--- src/rtl/serial_sub_pkg.sv ---
// serial_sub_pkg: shared definitions for the bit-serial subtractor.
//   - FSM state encoding (IDLE/RUN/DONE) and the matching enum type
//   - clog2(): bit-counter width helper
package serial_sub_pkg;

    localparam logic [1:0] IDLE = 2'b00;
    localparam logic [1:0] RUN  = 2'b01;
    localparam logic [1:0] DONE = 2'b10;

    typedef enum logic [1:0] {
        S_IDLE = IDLE,
        S_RUN  = RUN,
        S_DONE = DONE
    } state_t;

    // Ceiling log2, floored at 1 so a WIDTH=1 counter still has one bit.
    function automatic int clog2(input int n);
        int r;
        for (r = 0; (1 << r) < n; r++) begin
        end
        return (r < 1) ? 1 : r;
    endfunction

endpackage

--- src/rtl/full_subtractor.sv ---
// full_subtractor: one-bit combinational subtractor cell, x - y - bin.
//   x, y : operand bits     bin  : borrow in
//   d    : difference bit   bout : borrow out
// Built as two cascaded half-subtractors whose borrows are ORed.
module full_subtractor (
    input  logic x,
    input  logic y,
    input  logic bin,
    output logic d,
    output logic bout
);

    logic d1, b1, b2;

    // first half-subtractor: x - y
    assign d1 = x ^ y;
    assign b1 = ~x & y;

    // second half-subtractor: (x - y) - bin
    assign d  = d1 ^ bin;
    assign b2 = ~d1 & bin;

    assign bout = b1 | b2;

endmodule

--- src/rtl/serial_subtractor.sv ---
// serial_subtractor: bit-serial WIDTH-bit unsigned subtractor, A - B,
// LSB first, one bit per clock through a single full_subtractor cell.
//   clk, rst         : clock, async active-high reset
//   start, a, b      : request and operands (sampled only in IDLE)
//   busy             : high while bits are being processed
//   done             : one-cycle pulse with the final diff/borrow
//   diff, borrow     : result and final borrow (1 iff a < b), held
//   diff_bit         : serial difference bit, qualified by bit_valid
module serial_subtractor
    import serial_sub_pkg::*;
#(
    parameter int WIDTH = 8
) (
    input  logic             clk,
    input  logic             rst,
    input  logic             start,
    input  logic [WIDTH-1:0] a,
    input  logic [WIDTH-1:0] b,
    output logic             busy,
    output logic             done,
    output logic [WIDTH-1:0] diff,
    output logic             borrow,
    output logic             diff_bit,
    output logic             bit_valid
);

    localparam int CW = clog2(WIDTH);

    state_t           state, state_nx;
    logic [CW-1:0]    cnt;
    logic [WIDTH-1:0] opa, opb;
    logic             bff;
    logic             d, bout;
    logic             last;

    full_subtractor u_fs (
        .x   (opa[0]),
        .y   (opb[0]),
        .bin (bff),
        .d   (d),
        .bout(bout)
    );

    assign last = (cnt == CW'(WIDTH - 1));

    always_ff @(posedge clk or posedge rst) begin
        if (rst) state <= S_IDLE;
        else     state <= state_nx;
    end

    always_comb begin
        state_nx = state;
        busy     = 1'b0;
        done     = 1'b0;
        case (state)
            S_IDLE: if (start) state_nx = S_RUN;
            S_RUN: begin
                busy = 1'b1;
                if (last) state_nx = S_DONE;
            end
            S_DONE: begin
                done     = 1'b1;
                state_nx = S_IDLE;
            end
            default: state_nx = S_IDLE;
        endcase
    end

    always_ff @(posedge clk or posedge rst) begin
        if (rst) begin
            cnt       <= '0;
            opa       <= '0;
            opb       <= '0;
            bff       <= 1'b0;
            diff      <= '0;
            borrow    <= 1'b0;
            diff_bit  <= 1'b0;
            bit_valid <= 1'b0;
        end else begin
            bit_valid <= 1'b0;
            case (state)
                S_IDLE: begin
                    if (start) begin
                        opa    <= a;
                        opb    <= b;
                        cnt    <= '0;
                        bff    <= 1'b0;
                        diff   <= '0;
                        borrow <= 1'b0;
                    end
                end
                S_RUN: begin
                    opa       <= opa >> 1;
                    opb       <= opb >> 1;
                    // new bit enters at the MSB; after WIDTH shifts bit 0 sits at LSB
                    diff      <= (diff >> 1) | (WIDTH'(d) << (WIDTH - 1));
                    bff       <= bout;
                    diff_bit  <= d;
                    bit_valid <= 1'b1;
                    cnt       <= cnt + CW'(1);
                    if (last) borrow <= bout;
                end
                default: ;
            endcase
        end
    end

endmodule

--- config.mk ---
export PLATFORM = sky130hd
export DESIGN_NAME = serial_subtractor
export DESIGN_NICKNAME = d
export VERILOG_FILES = /design/src/rtl/serial_sub_pkg.sv /design/src/rtl/full_subtractor.sv /design/src/rtl/serial_subtractor.sv
export SDC_FILE = /design/constraint.sdc
export NUM_CORES = 1
export LEC_CHECK = 0
export ABC_AREA = 1
export ABC_CLOCK_PERIOD_IN_PS = 1300
export CAP_MARGIN = 5
export CORE_ASPECT_RATIO = 0.5
export CORE_UTILIZATION = 40
export CTS_CLUSTER_DIAMETER = 30
export DETAILED_ROUTE_END_ITERATION = 8
export GPL_TIMING_DRIVEN = 0
export PLACE_DENSITY = 0.69
export SYNTH_ARGS = -nofsm -noshare
export SYNTH_HDL_FRONTEND = slang
export SYNTH_SLANG_ARGS = --single-unit
--- constraint.sdc ---
create_clock -name clk -period 1.3 [get_ports clk]
set_input_delay 0.325 -clock clk [delete_from_list [all_inputs] [get_ports clk]]
set_output_delay 0.325 -clock clk [all_outputs]
set_load 0.02 [all_outputs]
# Yosys cells after proc, flatten, opt, wreduce, memory -nomap -nowiden

Index checks and enable logic that the tools add are counted.

$add $sub $neg: 1
Multiply operators: 0
Div/mod/pow operators: 0
Magnitude comparators: 0
Eq/ne operators: 5
Shift operators: 0
Mux-type cells: 17
Bitwise operators: 8
Reduce and logical (&&, ||, !) cells: 5

Operators with widths:

| cell                                                                  | count |
|---|---|
| 8-bit case mux with 2 select lines                                    | 3 |
| 8-bit 2-to-1 mux                                                      | 3 |
| 7-bit by 8-bit bitwise OR with 8-bit output                           | 1 |
| 3-bit case mux with 2 select lines                                    | 1 |
| 1-bit 2-to-1 mux                                                      | 4 |
| 2-bit 2-to-1 mux                                                      | 2 |
| 2-bit != test, second input constant                                  | 2 |
| 1-bit case mux with 2 select lines                                    | 2 |
| 2-bit case mux with 2 select lines                                    | 1 |
| 2-bit AND reduction                                                   | 2 |
| 3-bit by 1-bit adder with 3-bit output, second input constant         | 1 |
| 3-bit equality test, second input constant                            | 1 |
| 3-bit 2-to-1 mux                                                      | 1 |
| 3-bit AND reduction                                                   | 1 |
| 1-bit bitwise AND                                                     | 2 |
| 2-bit by 1-bit equality test with 1-bit output, second input constant | 1 |
| 2-bit equality test, second input constant                            | 1 |
| 2-bit logical NOT                                                     | 1 |
| 1-bit NOT                                                             | 2 |
| 2-bit nonzero test                                                    | 1 |
| 1-bit bitwise XOR                                                     | 2 |
| 1-bit bitwise OR                                                      | 1 |

Register bits after elaboration: 33
Latch bits: 0
Bits in writable memories: 0
Memory bits (read-only): 0
Output and inout bits: 13
Memories kept: 0

# Logic depth before layout (Yosys ltp)

Depth in word-level cells: 6
Mapped depth: 7

# Cells and area by module

Synthesis repeated with hierarchy kept, for this count alone.

Cell total of the unflattened synthesis: 183
Area total of the unflattened synthesis: 1560.2 µm²

Modules (own cells, without submodules):

| module            | instances | cells an instance | area each (µm²) | seq. area each (µm²) |
|---|---|---|---|---|
| serial_subtractor | 1         | 179               | 1529.0          | 825.8 |
| full_subtractor   | 1         | 4                 | 31.3            | 0.0 |

# Worst setup path after synthesis

Ideal clock, no wire load.

Path type: flip-flop to output port
Start: register state[0]
End: output done
Data arrival time: 0.981 ns
Required time: 0.975 ns
Path slack: -0.006 ns
Stages on the path, launching flop included: 4
Buffers on the path: 2
Path through: dfrtp_1 buf_6 buf_2 nor2_1

Cells in the longest elaborated chain, start to end: 2

Ends and longest elaborated chain:

| item                     | line                    | text |
|---|---|---|
| start: declaration       | serial_subtractor.sv:29 | `state_t state, state_nx;` |
| start signal: assignment | serial_subtractor.sv:48 | `else state <= state_nx;` |
| 2-bit equality test      | serial_subtractor.sv:55 | `case (state)` |
| 1-bit 2-to-1 mux         | serial_subtractor.sv:55 |  |
| end: declaration         | serial_subtractor.sv:20 | `output logic done,` |

No other way between the ends.

# Worst setup path in the final report

Start: register state[0]
End: output busy

Cells in the longest elaborated chain, start to end: 2

Ends and longest elaborated chain:

| item                                           | line                    | text |
|---|---|---|
| 2-bit by 1-bit equality test with 1-bit output | serial_subtractor.sv:55 |  |
| 1-bit 2-to-1 mux                               | serial_subtractor.sv:55 |  |
| end: declaration                               | serial_subtractor.sv:19 | `output logic busy,` |

No other way between the ends.

==> flow_metrics.py <==
metrics = {
    "run_status": {
        "violations": "negative setup slack",
        "outcome": "finished with violations",
    },
    "route": {
        "drcViolationCount": 0,
        "viasPerCell": 4.70,
        "num_vias": 1357,
        "wl_per_cell_um": 12.1,
        "first_pass_iters": 4,
        "drtAntennaViolNets": 0,
        "drt_iter0_drc": 73,
        "drt_wl_total_mm": 3.51,
    },
    "setup_path": {
        "criticalPathCategory": "reg2out",
        "cp.required_ns": 0.98,
        "regToRegStartpoint": "state[0]",
        "cp_cell_sequence": "buf_6, nand2_8, inv_8, buf_6",
        "endpoint_kind": "output pin",
        "startpoint": "state[0]",
        "critPathSlowestCell": "dfrtp_1",
        "cp-start-kind": "flop",
        "path_max_fanout": 7,
        "cpPeakStageDelay_ns": 0.41,
        "critPathArrivalTime_ns": 1.06,
        "crit_top_cell": "buf_6",
    },
    "timing": {
        "maxSlewViolCount": 0,
        "slew_headroom_pct": 51.8,
        "rsz0062_at_grt": "yes",
        "period_needed_ns": 1.38,
        "skew_ns": 0.00599,
        "max_freq_mhz": 724,
        "whs_ns": 0.470,
        "hold_viol": 0,
        "worst_slack_ns": -0.0818,
        "period_share_pct": 106,
        "tightest_slew_ns": 0.721,
        "setup-violations-final": 2,
    },
    "placed_design": {
        "placed_cells": 263,
        "gp_congestion": 0.744,
        "placed_cell_area_um2": 1930,
        "portBuffers": 31,
        "hpwlAfterDp_mm": 2.23,
    },
    "clock_tree": {
        "cts_tree": "done",
        "clk_latency_ns": 0.28,
        "ctsHoldBuffers": 0,
        "cts_max_level": 2,
        "clockBufferDepth": 2,
        "clk_pin_slew_ns": 0.07,
        "cts_root_buffer": "clkbuf_8",
        "cts.sinks": 33,
        "numCtsBuffers": 5,
    },
    "layout": {
        "final_cells": 289,
        "final_net_count": 259,
        "antenna_cells_inserted": 0,
        "final_area_um2": 2200,
        "finish.utilization_pct": 61.6,
        "drive_gt1_share_pct": 23.1,
        "syn2layout_area_growth_pct": 41.7,
    },
    "floorplanning": {
        "start_util_pct": 43.5,
        "io_pins": 32,
        "dieWidth_um": 90.0,
        "core_area_um2": 3570,
        "num_rows": 15,
        "die_h_um": 46.0,
        "dieArea_um2": 4140,
    },
    "pwr": {
        "power_frac_seq_pct": 33.3,
        "finalPower_mw": 5.24,
        "clkPwrFrac_pct": 14.5,
        "power.leakage_nw": 1.13,
        "p_int_mw": 3.16,
        "p_per_area_nw_per_um2": 2380,
        "ir_worst_vdd_mv": 1.01,
        "pwr-share-comb_pct": 52.2,
        "p_sw_mw": 2.08,
        "p_sw_share_pct": 39.7,
    },
    "flow_run": {
        "maxCapViolCount": 0,
    },
    "synthesis": {
        "ys.warnings.count": 0,
        "synth_cells": 181,
        "synth_top_area_share_pct": 53.3,
        "netlist.top_cell.by_area": "dfrtp_1",
        "syn_nets": 203,
        "yosysSeqAreaShare_pct": 53.3,
        "synth_area_leaders": "dfrtp_1, nand2_1, inv_1",
        "ys_ff_latch": 33,
        "avgSynthCellArea_um2": 8.56,
        "netlist_area_um2": 1550,
        "ys_types": 19,
    },
    "grt": {
        "antenna_found_initial": 0,
        "first_global_vias": 1193,
        "grt_max_degree": 34,
        "grt_pass1_wl_mm": 5.40,
        "track_usage_pct": 17.7,
        "overflow": 0,
    },
    "min_path": {
        "hp-class": "reg2reg",
        "holdCritStartpoint": "borrow",
    },
}
==> metrics by stage <==
stage | setup WS [ns] | setup TNS, ns
6_report | -0.0818 | -0.153
5_1_grt | -0.120 | -0.629
4_1_cts | -0.163 | -0.298
3_5_place_dp | -0.547 | -24.94
3_3_place_gp | -0.537 | -24.02
2_1_floorplan | 0.0297 | 0
==> cell usage in the layout (no fill, tap or decap) <==
cell             netlist  layout
nand2_8                0       1
nand2_1               61      60
nand4_1                1       1
o22ai_1                6       6
inv_8                  0       1
clkbuf_8               0       5
clkdlybuf4s15_1        0       3
o21ai_2                0       1
nor2_4                 0       1
inv_1                 27      24
clkinvlp_4             0       2
o21ai_0                5       4
clkbuf_2               0       8
nor2_1                 3       2
buf_8                  0       2
buf_2                  4       1
inv_2                  1       1
nand2_2                2       2
nand3b_1              11      11
nand3_1               17      17
buf_4                  2      14
clkdlybuf4s50_1        0      18
buf_6                  2      10
fa_1                   1       1
or2_4                  0       1
clkinv_2               0       2
o21ai_4                1       1
clkbuf_4               0       1
inv_4                  0       1
dfrtp_1               33      33
ha_1                   2       2
o21ai_1                1       1
==> power groups by stage <==
| stage | sequential [mW] | combinational [mW] | clock (mW) |
|---|---|---|---|
| floorplan | 1.90 | 1.37 | 0 |
| global placement | 1.74 | 2.22 | 0 |
| detailed placement | 1.75 | 2.27 | 0 |
| CTS | 1.74 | 2.40 | 0.773 |
| global route | 1.80 | 3.01 | 0.821 |
| finish | 1.75 | 2.73 | 0.758 |
==> registers in the layout (all words and copies together), names as in the netlist <==
name / cells
bff: 1
bit_valid: 1
borrow: 1
cnt: 3
diff: 8
diff_bit: 1
opa: 8
opb: 8
state: 2
==> final cells by class <==
class                      count  area [µm²]
buffer                         7        76.3
clock buffer                   5        68.8
clock inverter                 3        17.5
fill                         306        1370
inverter                      28         119
multi-input combinational    112         592
sequential                    33         826
tap                           51        63.8
timing repair buffer          50         434
==> logic make-up (layout without fill, tap and decap cells) <==
group	Yosys count	after routing	share of synthesized area, %
fa+ha+maj	3	3	2.91
buf+inv	36	93	10.5
flops	33	33	53.3
simple gates	96	96	27.9
compound gates	13	13	5.41
==> synth_stat cells, drive strengths merged <==
cell type  number
nand2          63
dfrtp          33
inv            28
nand3          17
nand3b         11
buf             8
o21ai           7
o22ai           6
nor2            3
ha              2
fa              1
nand4           1
or2             1
==> per-layer routing <==
layer,global-route usage [%],vias to the layer above,part of all wire (%)
met3,6.67,2,4.2
met1,23.0,647,50
li1,-,680,-
met4,4.84,0,0.68
met2,28.4,28,45
met5,0,-,0
==> path summary, 6_finish.rpt <==
check | to | slack (ns) | cells after the start
setup / recovery | busy | -0.08 | 4
hold / removal | borrow | 0.47 | 2
setup reg to reg | cnt[0] | 0 | 6
hold reg to reg | borrow | 0.47 | 2
max in group asynchronous | borrow | 0.40 | 2
min in group asynchronous | bit_valid | 0.50 | 2
==> critical path: cells and delay by family, from the launching register on <==
kind                   cells  cell delay [ns]
and+or+nand+nor            1             0.08
DFF                        1             0.41
buffers and inverters      3             0.29
==> repair_timing <==
action                                  in CTS  in global routing
cloned                                       0                  1
setup buffers                                8                 10
pin swaps                                    3                  5
endpoints found under the setup margin      47                 36
gates resized for setup                     44                 25
Power figures use the tool's default switching activity.
